<file path="src/rtl/dmem_access_unit.sv">
// Load/store front end for a 256x32 single-port block RAM with a 1-cycle synchronous read.
// Byte and halfword stores are done as read-modify-write; loads are lane-extracted and extended.
module dmem_access_unit #(
  parameter int ADDR_W = 10
) (
  input  logic              clk,
  input  logic              reset,
  input  logic              req,
  input  logic              we,
  input  logic [1:0]        size,
  input  logic              sext,
  input  logic [ADDR_W-1:0] addr,
  input  logic [31:0]       wdata,
  output logic              ready,
  output logic              ack,
  output logic              err,
  output logic [31:0]       rdata,
  output logic              ram_ce,
  output logic              ram_oce,
  output logic              ram_wre,
  output logic [ADDR_W-3:0] ram_ad,
  output logic [31:0]       ram_din,
  input  logic [31:0]       ram_dout,
  output logic              ram_reset
);

  typedef enum logic [2:0] {IDLE, READ, CAPT, WRITE, DONE} state_t;

  state_t            state, state_nxt;
  logic              we_q, sext_q, err_q;
  logic [1:0]        size_q;
  logic [ADDR_W-1:0] addr_q;
  logic [31:0]       store_q;
  logic [31:0]       rdata_q;
  logic              req_bad;
  logic [31:0]       load_val;
  logic [31:0]       merged;
  logic [31:0]       lane_shift;

  assign req_bad = (size == 2'b11) ||
                   (size == 2'b01 && addr[0]) ||
                   (size == 2'b10 && addr[1:0] != 2'b00);

  always_ff @(posedge clk or posedge reset) begin
    if (reset) state <= IDLE;
    else       state <= state_nxt;
  end

  always_comb begin
    state_nxt = state;
    case (state)
      IDLE: begin
        if (req) begin
          if (req_bad)                     state_nxt = DONE;
          else if (we && size == 2'b10)    state_nxt = WRITE;
          else                             state_nxt = READ;
        end
      end
      READ:    state_nxt = CAPT;
      CAPT:    state_nxt = we_q ? WRITE : DONE;
      WRITE:   state_nxt = DONE;
      DONE:    state_nxt = IDLE;
      default: state_nxt = IDLE;
    endcase
  end

  // store_q starts as the store data and becomes the merged word in CAPT
  always_ff @(posedge clk or posedge reset) begin
    if (reset) begin
      we_q    <= 1'b0;
      sext_q  <= 1'b0;
      err_q   <= 1'b0;
      size_q  <= 2'b00;
      addr_q  <= '0;
      store_q <= '0;
      rdata_q <= '0;
    end else begin
      case (state)
        IDLE: begin
          if (req) begin
            we_q    <= we;
            sext_q  <= sext;
            err_q   <= req_bad;
            size_q  <= size;
            addr_q  <= addr;
            store_q <= wdata;
          end
        end
        CAPT: begin
          if (we_q) store_q <= merged;
          else      rdata_q <= load_val;
        end
        default: ;
      endcase
    end
  end

  always_comb begin
    lane_shift = ram_dout >> {addr_q[1:0], 3'b000};
    load_val   = ram_dout;
    merged     = ram_dout;
    case (size_q)
      2'b00: begin
        load_val = {{24{sext_q & lane_shift[7]}}, lane_shift[7:0]};
        merged[{addr_q[1:0], 3'b000} +: 8] = store_q[7:0];
      end
      2'b01: begin
        load_val = {{16{sext_q & lane_shift[15]}}, lane_shift[15:0]};
        merged[{addr_q[1], 4'b0000} +: 16] = store_q[15:0];
      end
      default: ;
    endcase
  end

  assign ready     = (state == IDLE);
  assign ack       = (state == DONE);
  assign err       = ack & err_q;
  assign rdata     = rdata_q;
  assign ram_ce    = (state == READ) || (state == WRITE);
  assign ram_wre   = (state == WRITE);
  assign ram_oce   = 1'b1;
  assign ram_ad    = addr_q[ADDR_W-1:2];
  assign ram_din   = store_q;
  assign ram_reset = reset;

endmodule

</file>
<file path="config.mk">
export PLATFORM = sky130hd
export DESIGN_NAME = dmem_access_unit
export DESIGN_NICKNAME = d
export VERILOG_FILES = /design/src/rtl/dmem_access_unit.sv
export SDC_FILE = /design/constraint.sdc
export NUM_CORES = 1
export LEC_CHECK = 0
export ABC_AREA = 1
export CORE_ASPECT_RATIO = 0.5
export CORE_MARGIN = 1
export CORE_UTILIZATION = 39
export CTS_CLUSTER_DIAMETER = 80
export DETAILED_ROUTE_END_ITERATION = 8
export PLACE_DENSITY_LB_ADDON = 0.1
export SLEW_MARGIN = 20
export SYNTH_ARGS = -nofsm -noshare
export SYNTH_HDL_FRONTEND = slang
export SYNTH_SLANG_ARGS = --single-unit
</file>
<file path="constraint.sdc">
create_clock -name clk -period 2.4 [get_ports clk]
set_input_delay 0.36 -clock clk [delete_from_list [all_inputs] [get_ports clk]]
set_output_delay 0.36 -clock clk [all_outputs]
set_load 0.05 [all_outputs]
</file>
After elaboration in Yosys (flattened, before gate mapping)
Index checks and enable logic that the tools add are counted. Widths: inputs -> output; s select.

Register bits after elaboration: 82. Input bits: 81.

Add/subtract/negate cells: 2. Equality and inequality tests: 10. Shift-type cells: 5. Multiplexer cells: 12. Bitwise operators: 4. Reduce and logical (&&, ||, !) cells: 13.

Operators with widths (count): $pmux 32 s2 (3); $bwmux 32 (2); $mux 32 (2); $shift 16x7->32 const A (1); $shift 8x7->32 const A (1); $shiftx 16x7->32 (1); $shiftx 8x7->32 (1); $shr 32x5->16 (1); $neg 5->7 (2); $pmux 3 s4 (1); $mux 3 (3); $eq 3x2->1 const B (2); $eq 2x1->1 const B (2); $eq 2x2->1 const B (2); $ne 2x2->1 const B (2); $reduce_and 2->1 (2); $reduce_bool 2->1 (2); $and 1x1->1 (3); $eq 3x1->1 const B (1); $eq 3x3->1 const B (1); $logic_and 1x1->1 (3); $logic_not 3->1 (1); $logic_or 1x1->1 (3); $reduce_and 3->1 (1); 3 further kinds (3).

Depth between registers and ports, before layout
Gate-level depths: netlist of the first run.

Depth in word-level cells: 7. Gate-level depth with buffers: 13.

Worst setup path after synthesis of the first run
No wires, ideal clock.

Kind: reg2reg. From: reg addr_q[1]. To: reg store_q[24], in the netlist ram_din[24]. Library setup time: 118 ps. Arrival: 1886 ps. Required time: 2282 ps. Path slack: 396 ps. Cell stages (with the launch flop): 13. Period minus slack after synthesis: 2004 ps. Cell sequence: dfrtp_1 -> inv_2 -> buf_4 -> buf_2 -> ha_1 -> buf_2 -> clkinv_1 -> nand3_1 -> o21ai_0 -> nand2_1 -> nand2_1 -> nand2_1 -> nand2_1.

Cells in the longest elaborated chain, start to end: 6. Elaborated cells on any way between the ends: 11. Those cells by class: add/sub: 2; shift: 4; mux: 5.

Ends and longest elaborated chain: start: declaration (line 32) `logic [ADDR_W-1:0] addr_q;`; start signal: assignment (line 85) `addr_q <= addr;`; $neg 5->7, on equally long branches (line 109, 105); $shiftx 16x7->32 (tied with other cells) (line 109) `merged[{addr_q[1], 4'b0000} +: 16] = store_q[15:0];`; $bwmux 32, on equally long branches (line 109, 105); $pmux 32 s2 (*) (line 102) `case (size_q)`; $mux 32 (*) (line 90) `if (we_q) store_q <= merged;`; $pmux 32 s2 (*) (line 78) `case (state)`; end signal: assignment (line 86) `store_q <= wdata;`; end signal: assignment (line 90); end: declaration (line 33) `logic [31:0] store_q;`.

Mark *: on every way between the ends. The rest lies on a longest branch, timed or not. The select of a mux whose other input is x is not followed. A chain may end at the register's enable or synchronous reset.

Final worst setup path of the first run
From: reg state[2]. To: out ram_wre.

Cells in the longest elaborated chain, start to end: 1.

Ends and longest elaborated chain: start: declaration (line 29) `state_t state, state_nxt;`; start signal: assignment (line 46) `else state <= state_nxt;`; $eq 3x2->1 (line 120) `assign ram_wre = (state == WRITE);`; end: declaration (line 20) `output logic ram_wre,`.

Every way passes these cells.

==> impl_metrics.prom, run 1 <==
# TYPE chip_impl_metric gauge
chip_impl_info{name="run_status",value="complete, but fails checks"} 1
chip_impl_info{name="failed_checks",value="DRC"} 1
chip_impl_info{name="path_class",value="flop to output port"} 1
chip_impl_metric{name="netlist_instances",unit=""} 1005
chip_impl_metric{name="cellPowerDensity",unit="mW/mm^2"} 1590
chip_impl_metric{name="synth_largest_type_area_fraction",unit="%"} 33.3
chip_impl_metric{name="antenna-diode-count",unit=""} 0
chip_impl_metric{name="cpPeakStageDelay",unit="ns"} 0.85
chip_impl_metric{name="chipWidth",unit="um"} 180
chip_impl_metric{name="intPower",unit="mW"} 5.52
chip_impl_metric{name="max-vdd-ir-drop",unit="mV"} 0.917
chip_impl_metric{name="register_area",unit="mm^2"} 0.00205
chip_impl_metric{name="yosysUniqueCellTypes",unit=""} 30
chip_impl_metric{name="layoutNonFillerInstCount",unit=""} 1336
chip_impl_metric{name="core.rowCount",unit=""} 32
chip_impl_metric{name="cts_buffers",unit=""} 9
chip_impl_metric{name="vias_in_the_first_global_route",unit=""} 6217
chip_impl_metric{name="gr-usage-all-layers",unit="%"} 28.8
chip_impl_metric{name="combinationalPowerShare",unit="%"} 67.8
chip_impl_info{name="timing.critical_path.cells",value="nor3_1 > clkdlybuf4s50_1"} 1
chip_impl_metric{name="share_of_final_layout_standard_cells_stronger_than_drive_strength_1",unit="%"} 7.16
chip_impl_metric{name="clkSinkCount",unit=""} 82
chip_impl_metric{name="synth-seq-cells",unit=""} 82
chip_impl_metric{name="syn_avg_cell_area",unit="um^2"} 6.14
chip_impl_metric{name="resized_cells_post_cts",unit=""} 0
chip_impl_metric{name="post_dp_hpwl",unit="um"} 16400
chip_impl_metric{name="timing.fmax",unit="MHz"} 436
chip_impl_metric{name="leakage",unit="nW"} 4.12
chip_impl_metric{name="grt_overflow_total",unit=""} 0
chip_impl_metric{name="setup-tns-final",unit="ns"} 0
chip_impl_metric{name="setup_viol",unit=""} 0
chip_impl_metric{name="postLayoutCellArea",unit="mm^2"} 0.00804
chip_impl_metric{name="postRouteAntennaNets",unit=""} 0
chip_impl_metric{name="vias",unit=""} 6812
chip_impl_metric{name="design.core.area",unit="mm^2"} 0.0154
chip_impl_metric{name="multi_input_comb_area",unit="mm^2"} 0.00331
chip_impl_metric{name="drt_pre_antenna_iters",unit=""} 6
chip_impl_metric{name="synth_nets",unit=""} 1091
chip_impl_metric{name="start_util",unit="%"} 40.0
chip_impl_metric{name="post_cts.repair.setup_buffers",unit=""} 0
chip_impl_metric{name="p_sw",unit="mW"} 7.26
chip_impl_metric{name="die-area",unit="mm^2"} 0.0164
chip_impl_metric{name="chipHeight",unit="um"} 90.9
chip_impl_info{name="synth.top_cells.by_area",value="sky130_fd_sc_hd__dfrtp_1 33%, sky130_fd_sc_hd__nand2_1 28%, sky130_fd_sc_hd__o21ai_0 6.5%"} 1
chip_impl_info{name="min_path_type",value="flop to flop"} 1
chip_impl_info{name="rsz0062_at_grt",value="no"} 1
chip_impl_metric{name="drt-vias-per-instance",unit=""} 5.10
chip_impl_metric{name="skew",unit="ns"} 0.0140
chip_impl_metric{name="area_delta_synth_final",unit="%"} 30.3
chip_impl_metric{name="max_cap_violations",unit=""} 0
chip_impl_metric{name="gp_congestion",unit=""} 0.897
chip_impl_metric{name="switching_share",unit="%"} 56.8
chip_impl_info{name="root_buf_cell",value="sky130_fd_sc_hd__clkbuf_16"} 1
chip_impl_metric{name="grt_start_max_net_pins",unit=""} 83
chip_impl_metric{name="fin_util",unit="%"} 52.2
chip_impl_metric{name="grt_antenna_before_repair",unit=""} 0
chip_impl_metric{name="worst_slew_pin_slew",unit="ns"} 0.627
chip_impl_metric{name="seqPwrFrac",unit="%"} 21.2
chip_impl_metric{name="wire_per_inst",unit="um"} 17.2
chip_impl_metric{name="cts_stage_hold_buffer_count",unit=""} 0
chip_impl_metric{name="timing.final.max_slew_violations",unit=""} 0
chip_impl_metric{name="worst_ep_required_time",unit="ns"} 2.04
chip_impl_metric{name="synth_seq_area_share",unit="%"} 33.3
chip_impl_metric{name="layout.nets",unit=""} 1213
chip_impl_metric{name="grt_pass1_wl",unit="um"} 36200
chip_impl_metric{name="post-route-min-period",unit="ns"} 2.30
chip_impl_info{name="cts_tree",value="done"} 1
chip_impl_metric{name="synth_warnings",unit=""} 0
chip_impl_metric{name="worstSkewPairLatency",unit="ns"} 0.36
chip_impl_metric{name="dr.first_iter.drc_count",unit=""} 662
chip_impl_metric{name="totalWireLength",unit="um"} 23000
chip_impl_info{name="layout.cells.most_common_list",value="453 x sky130_fd_sc_hd__nand2_1, 156 x sky130_fd_sc_hd__clkdlybuf4s50_1, 93 x sky130_fd_sc_hd__inv_1"} 1
chip_impl_info{name="worst_setup_path_start_kind",value="flop"} 1
chip_impl_metric{name="maxSlewHeadroom",unit="%"} 57.7
chip_impl_metric{name="finalHoldViolations",unit=""} 0
chip_impl_metric{name="ios",unit=""} 160
chip_impl_metric{name="post-route-period-util",unit="%"} 95.7
chip_impl_metric{name="cp_data_arrival_time",unit="ns"} 1.94
chip_impl_metric{name="dp.cells",unit=""} 1320
chip_impl_metric{name="clk_pin_slew",unit="ns"} 0.07
chip_impl_metric{name="fillerInstances",unit=""} 1625
chip_impl_info{name="final_common_cell",value="sky130_fd_sc_hd__nand2_1"} 1
chip_impl_info{name="slowest_cell_on_the_critical_path",value="sky130_fd_sc_hd__clkdlybuf4s50_1"} 1
chip_impl_info{name="critPathCaptureType",value="output port"} 1
chip_impl_metric{name="path_max_fanout",unit=""} 6
chip_impl_metric{name="ctsHtreeMaxLevel",unit=""} 3
chip_impl_metric{name="placement.io_buffers",unit=""} 158
chip_impl_metric{name="netlist_area",unit="mm^2"} 0.00617
chip_impl_info{name="library_cell_with_the_largest_summed_area_after_synthesis",value="sky130_fd_sc_hd__dfrtp_1"} 1
chip_impl_metric{name="clockPowerShare",unit="%"} 11.0
chip_impl_metric{name="post-route-drc-count",unit=""} 11
chip_impl_metric{name="cts_max_path_buffers",unit=""} 2
chip_impl_metric{name="detailed_place.area",unit="mm^2"} 0.00776
-- worst paths after layout --
kind	end	from	depth (start not counted)	slack, ns
min reg2reg	ram_din[20]$_DFFE_PP0P_	ram_din[20]$_DFFE_PP0P_	2	0.48
min in group asynchronous	ram_din[23]$_DFFE_PP0P_	reset	3	0.50
max reg2reg	ram_din[25]$_DFFE_PP0P_	addr_q[0]$_DFFE_PP0P_	9	0.35
min	ram_din[20]$_DFFE_PP0P_	ram_din[20]$_DFFE_PP0P_	2	0.48
max	ram_wre	state[2]$_DFFE_PP0P_	2	0.10
max in group asynchronous	rdata[0]$_DFFE_PP0P_	reset	3	1.49
-- synthesized netlist by cell type --
| cell | instances |
|---|---|
| sky130_fd_sc_hd__a21boi_0 | 1 |
| sky130_fd_sc_hd__a21boi_1 | 6 |
| sky130_fd_sc_hd__a21oi_1 | 57 |
| sky130_fd_sc_hd__and3b_1 | 1 |
| sky130_fd_sc_hd__buf_2 | 27 |
| sky130_fd_sc_hd__buf_4 | 17 |
| sky130_fd_sc_hd__buf_6 | 10 |
| sky130_fd_sc_hd__clkbuf_1 | 8 |
| sky130_fd_sc_hd__clkbuf_2 | 2 |
| sky130_fd_sc_hd__clkinv_1 | 2 |
| sky130_fd_sc_hd__conb_1 | 1 |
| sky130_fd_sc_hd__dfrtp_1 | 82 |
| sky130_fd_sc_hd__ha_1 | 5 |
| sky130_fd_sc_hd__inv_1 | 94 |
| sky130_fd_sc_hd__inv_2 | 9 |
| sky130_fd_sc_hd__nand2_1 | 453 |
| sky130_fd_sc_hd__nand2_2 | 4 |
| sky130_fd_sc_hd__nand3_1 | 45 |
| sky130_fd_sc_hd__nand3_2 | 1 |
| sky130_fd_sc_hd__nand3_4 | 1 |
| sky130_fd_sc_hd__nand3b_1 | 1 |
| sky130_fd_sc_hd__nand4_1 | 9 |
| sky130_fd_sc_hd__nor2_1 | 41 |
| sky130_fd_sc_hd__nor2_2 | 1 |
| sky130_fd_sc_hd__nor2_4 | 4 |
| sky130_fd_sc_hd__nor3_1 | 3 |
| sky130_fd_sc_hd__o21a_1 | 1 |
| sky130_fd_sc_hd__o21ai_0 | 80 |
| sky130_fd_sc_hd__o21ai_1 | 14 |
| sky130_fd_sc_hd__or2_2 | 25 |
-- flip-flops by register name, summed over array words and instances (netlist names) --
signal	flops
err_q	1
state	3
sext_q	1
rdata	32
size_q	2
ram_din	32
addr_q	10
we_q	1
-- power groups by stage --
stage	Clock, mW	Sequential (mW)	Combinational (mW)
2_1_floorplan	0	4.41	4.33
3_3_place_gp	0	2.72	8.55
3_5_place_dp	0	2.72	8.58
4_1_cts	1.44	2.71	8.62
5_1_grt	1.49	2.81	9.39
6_report	1.41	2.71	8.67
-- through the flow --
step	hold slack, ns	worst slack, ns	total power [mW]
2_1_floorplan	0.450	0.396	8.74
3_3_place_gp	0.463	0.291	11.3
3_5_place_dp	0.465	0.309	11.3
4_1_cts	0.484	0.104	12.8
5_1_grt	0.509	0.00650	13.7
6_report	0.483	0.104	12.8
-- per-layer routing --
metal | track usage [%] | share of wire (%)
met1 | 44.2 | 50
met2 | 38.7 | 38
met3 | 9.03 | 11
met4 | 4.89 | 0.76
met5 | 0 | 0
-- area by class of cell --
class	count	area share (%)
clock buffers	9	2.80
multi-input cells	754	41.1
flip-flops and latches	82	25.5
inverters	105	4.95
repair buffers	175	21.7
clock inverters	7	0.762
well taps	204	3.17
-- cell families (layout without fill, tap and decap cells) --
group / after synthesis / count (layout) / share of synthesized area [%]
flops: 82 / 82 / 33.3
other cells: 1 / 1 / 0.0608
buf+inv: 169 / 296 / 13.1
simple gates: 589 / 589 / 39.3
fa+ha+maj: 5 / 5 / 1.01
compound gates: 159 / 159 / 13.2
-- worst max-delay path, delay by kind of cell, from the launching register on --
family / cells / cell delay (ns)
buffers and inverters: 1 / 0.85
flip-flops: 1 / 0.47
AND/OR/NAND/NOR: 1 / 0.27
Power figures use the tool's default switching activity.
==> run 2: changes to the inputs <==
--- a/config.mk
+++ b/config.mk
@@ -6,6 +6,7 @@
 export NUM_CORES = 1
 export LEC_CHECK = 0
 export ABC_AREA = 1
+export CAP_MARGIN = 5
 export CORE_ASPECT_RATIO = 0.5
 export CORE_MARGIN = 1
 export CORE_UTILIZATION = 39
==> results of run 2 <==
The final DEF is identical to that of run 1; final timing and power are the same.
==> run 3: changes to the inputs <==
--- a/config.mk
+++ b/config.mk
@@ -9,7 +9,7 @@
 export CAP_MARGIN = 5
 export CORE_ASPECT_RATIO = 0.5
 export CORE_MARGIN = 1
-export CORE_UTILIZATION = 39
+export CORE_UTILIZATION = 32
 export CTS_CLUSTER_DIAMETER = 80
 export DETAILED_ROUTE_END_ITERATION = 8
 export PLACE_DENSITY_LB_ADDON = 0.1
==> run 3 against run 2 <==
Sequential share of layout area is 0.24 points lower. Largest cell class unchanged. Non-clock buffer count rose by 2. Cell count grew 4.3%. The flow now finishes without violations. Wire length up 2.2%.
==> impl_metrics.prom, run 3 (same netlist as run 1, synthesis figures left out) <==
# TYPE chip_impl_metric gauge
chip_impl_info{name="run_status",value="finished clean"} 1
chip_impl_metric{name="worst_slew_pin_slew",unit="ns"} 0.595
chip_impl_metric{name="cpPeakStageDelay",unit="ns"} 0.82
chip_impl_metric{name="r2r_slack",unit="ns"} 0.39
chip_impl_metric{name="intPower",unit="mW"} 5.54
chip_impl_metric{name="post-route-min-period",unit="ns"} 2.27
chip_impl_info{name="worst_path_dominant_cell_family",value="buffers and inverters"} 1
chip_impl_metric{name="finalHoldViolations",unit=""} 0
chip_impl_metric{name="worst_r2r_path_depth",unit=""} 8
chip_impl_metric{name="max-vdd-ir-drop",unit="mV"} 0.740
chip_impl_metric{name="antenna-diode-count",unit=""} 0
chip_impl_metric{name="ios",unit=""} 160
chip_impl_metric{name="maxSlewHeadroom",unit="%"} 60.3
chip_impl_metric{name="gr-usage-all-layers",unit="%"} 24.4
chip_impl_metric{name="share_of_final_layout_standard_cells_stronger_than_drive_strength_1",unit="%"} 7.23
chip_impl_metric{name="path_max_fanout",unit=""} 6
chip_impl_metric{name="worst-path-buf-inv",unit=""} 2
chip_impl_metric{name="post-route-drc-count",unit=""} 0
chip_impl_info{name="worst_setup_path_start_kind",value="flop"} 1
chip_impl_metric{name="postRouteAntennaNets",unit=""} 0
chip_impl_metric{name="fillerInstances",unit=""} 2053
chip_impl_metric{name="grt_start_max_net_pins",unit=""} 83
chip_impl_metric{name="grt_antenna_before_repair",unit=""} 0
chip_impl_metric{name="setup_viol",unit=""} 0
chip_impl_metric{name="wire_per_inst",unit="um"} 16.9
chip_impl_metric{name="design.core.area",unit="mm^2"} 0.0187
chip_impl_metric{name="cellPowerDensity",unit="mW/mm^2"} 1570
chip_impl_metric{name="cp_data_arrival_time",unit="ns"} 1.91
chip_impl_info{name="worstReg2RegStart",value="state[1]$_DFFE_PP0P_"} 1
chip_impl_info{name="root_buf_cell",value="sky130_fd_sc_hd__clkbuf_16"} 1
chip_impl_metric{name="worst_hold_path.num_cells",unit=""} 2
chip_impl_metric{name="timing.fmax",unit="MHz"} 440
chip_impl_metric{name="dr.first_iter.drc_count",unit=""} 572
chip_impl_metric{name="worstSkewPairLatency",unit="ns"} 0.35
chip_impl_metric{name="setup-tns-final",unit="ns"} 0
chip_impl_metric{name="die-area",unit="mm^2"} 0.0199
chip_impl_metric{name="worst_ep_required_time",unit="ns"} 2.04
chip_impl_metric{name="p_sw",unit="mW"} 7.19
chip_impl_metric{name="totalWireLength",unit="um"} 23500
chip_impl_metric{name="hold_ws",unit="ns"} 0.480
chip_impl_info{name="timing.critical_path.cells",value="inv_1 > nor3_1 > clkdlybuf4s50_1"} 1
chip_impl_metric{name="core.rowCount",unit=""} 35
chip_impl_metric{name="combinationalPowerShare",unit="%"} 68.0
chip_impl_metric{name="vias_in_the_first_global_route",unit=""} 6119
chip_impl_metric{name="placement.io_buffers",unit=""} 158
chip_impl_info{name="hold_start",value="addr_q[8]$_DFFE_PP0P_"} 1
chip_impl_metric{name="seqPwrFrac",unit="%"} 21.1
chip_impl_info{name="startpoint",value="state[2]$_DFFE_PP0P_"} 1
chip_impl_metric{name="clkSinkCount",unit=""} 82
chip_impl_info{name="timing.hold.worst_endpoint",value="addr_q[8]$_DFFE_PP0P_"} 1
chip_impl_metric{name="chipHeight",unit="um"} 100
chip_impl_metric{name="cts_buffers",unit=""} 9
chip_impl_metric{name="clk_pin_slew",unit="ns"} 0.07
chip_impl_info{name="worstReg2RegEnd",value="addr_q[1]$_DFFE_PP0P_"} 1
chip_impl_metric{name="drt_pre_antenna_iters",unit=""} 6
chip_impl_metric{name="cts_stage_hold_buffer_count",unit=""} 0
chip_impl_metric{name="timing.final.max_slew_violations",unit=""} 0
chip_impl_metric{name="cts_max_path_buffers",unit=""} 2
chip_impl_metric{name="leakage",unit="nW"} 4.15
chip_impl_metric{name="post-route-period-util",unit="%"} 94.8
chip_impl_metric{name="clockPowerShare",unit="%"} 10.9
chip_impl_metric{name="grt_overflow_total",unit=""} 0
chip_impl_metric{name="max_cap_violations",unit=""} 0
chip_impl_metric{name="layout.nets",unit=""} 1215
chip_impl_metric{name="total_power",unit="mW"} 12.7
chip_impl_info{name="slowest_cell_on_the_critical_path",value="sky130_fd_sc_hd__clkdlybuf4s50_1"} 1
chip_impl_info{name="layout.cells.most_common_list",value="453 x sky130_fd_sc_hd__nand2_1, 156 x sky130_fd_sc_hd__clkdlybuf4s50_1, 93 x sky130_fd_sc_hd__inv_1"} 1
chip_impl_info{name="critPathCaptureType",value="output port"} 1
chip_impl_info{name="path_class",value="flop to output port"} 1
chip_impl_metric{name="chipWidth",unit="um"} 198
chip_impl_metric{name="ctsHtreeMaxLevel",unit=""} 3
chip_impl_metric{name="vias",unit=""} 6677
chip_impl_info{name="cts_tree",value="done"} 1
chip_impl_metric{name="area_delta_synth_final",unit="%"} 31.6
chip_impl_info{name="min_path_type",value="flop to flop"} 1
chip_impl_metric{name="grt_pass1_wl",unit="um"} 36500
chip_impl_metric{name="drt-vias-per-instance",unit=""} 4.79
chip_impl_metric{name="gp_congestion",unit=""} 0.948
chip_impl_metric{name="post_dp_hpwl",unit="um"} 17300
chip_impl_info{name="rsz0062_at_grt",value="no"} 1
chip_impl_info{name="final_common_cell",value="sky130_fd_sc_hd__nand2_1"} 1
chip_impl_metric{name="skew",unit="ns"} 0.00924
chip_impl_metric{name="switching_share",unit="%"} 56.5
chip_impl_metric{name="start_util",unit="%"} 33.1
run 3: changes by cell type in the layout (fill, tap and decap cells not counted):
cell,previous run,this run
sky130_fd_sc_hd__buf_4,16,18
sky130_fd_sc_hd__clkinv_4,1,3
sky130_fd_sc_hd__inv_8,2,0
sky130_fd_sc_hd__buf_12,3,2
sky130_fd_sc_hd__clkbuf_8,0,1
sky130_fd_sc_hd__clkinvlp_4,2,1
sky130_fd_sc_hd__dlymetal6s2s_1,0,1
run 3: how the worst max path moves through the flow:
| stage | slack [ns] | depth (start not counted) | end |
|---|---|---|---|
| 6_report | 0.13 | 3 | err |
| 5_1_grt | 0.01 | 3 | err |
| 3_5_place_dp | 0.27 | 6 | addr_q[1]$_DFFE_PP0P_ |
| 4_1_cts | 0.04 | 2 | ram_wre |
| 2_1_floorplan | 0.40 | 12 | ram_din[24]$_DFFE_PP0P_ |
| 3_3_place_gp | 0.26 | 6 | addr_q[1]$_DFFE_PP0P_ |
run 3: power by group through the flow:
stage	clock, mW	combinational (mW)	sequential [mW]
finish	1.39	8.66	2.69
global route	1.48	9.43	2.80
global placement	0	8.64	2.72
detailed placement	0	8.63	2.71
floorplan	0	4.33	4.41
CTS	1.42	8.67	2.70
run 3: final cells by class:
cell class / instances / area (um^2) / share of cell area [%]
sequential: 82 / 2050 / 25.3
clock buffer: 10 / 239 / 2.94
clock inverter: 6 / 48.8 / 0.601
multi-input combinational: 754 / 3310 / 40.8
timing repair buffer: 177 / 1750 / 21.5
tap: 259 / 324 / 3.99
inverter: 105 / 398 / 4.90
run 3: layer usage:
layer	track usage, %	up-vias	part of all wire, %
met3	6.32	8	8.9
met1	39.1	3063	52
met5	0	-	0
met2	32.7	254	38
met4	2.50	0	0.37
li1	-	3352	-
run 3: timing repair:
item | CTS | global route
buffers inserted | 0 | 0
hold endpoints to repair | 0 | 0
setup endpoints to repair | 0 | 1
gates resized for setup | 0 | 1
run 3: worst register-to-register path, stage by stage, from the launching register on:
cell and delay [ns]:
sky130_fd_sc_hd__dfrtp_1 0.40, sky130_fd_sc_hd__inv_2 0.08, sky130_fd_sc_hd__nand2_2 0.09, sky130_fd_sc_hd__nor2_4 0.14, sky130_fd_sc_hd__nand2_1 0.10, sky130_fd_sc_hd__buf_4 0.18, sky130_fd_sc_hd__inv_1 0.44, sky130_fd_sc_hd__nand2_1 0.16
sky130_fd_sc_hd__o21ai_0 0.26
run 3: stage by stage:
step	worst slack [ns]	cells	cell area (um^2)	utilization (%)
floorplan	0.396	1005	6170	-
global placement	0.262	1377	7830	42.0
detailed placement	0.265	1377	7830	42.0
CTS	0.0420	1393	8120	43.5
global route	0.0138	1393	8120	43.5
finish	0.125	1393	8120	43.5
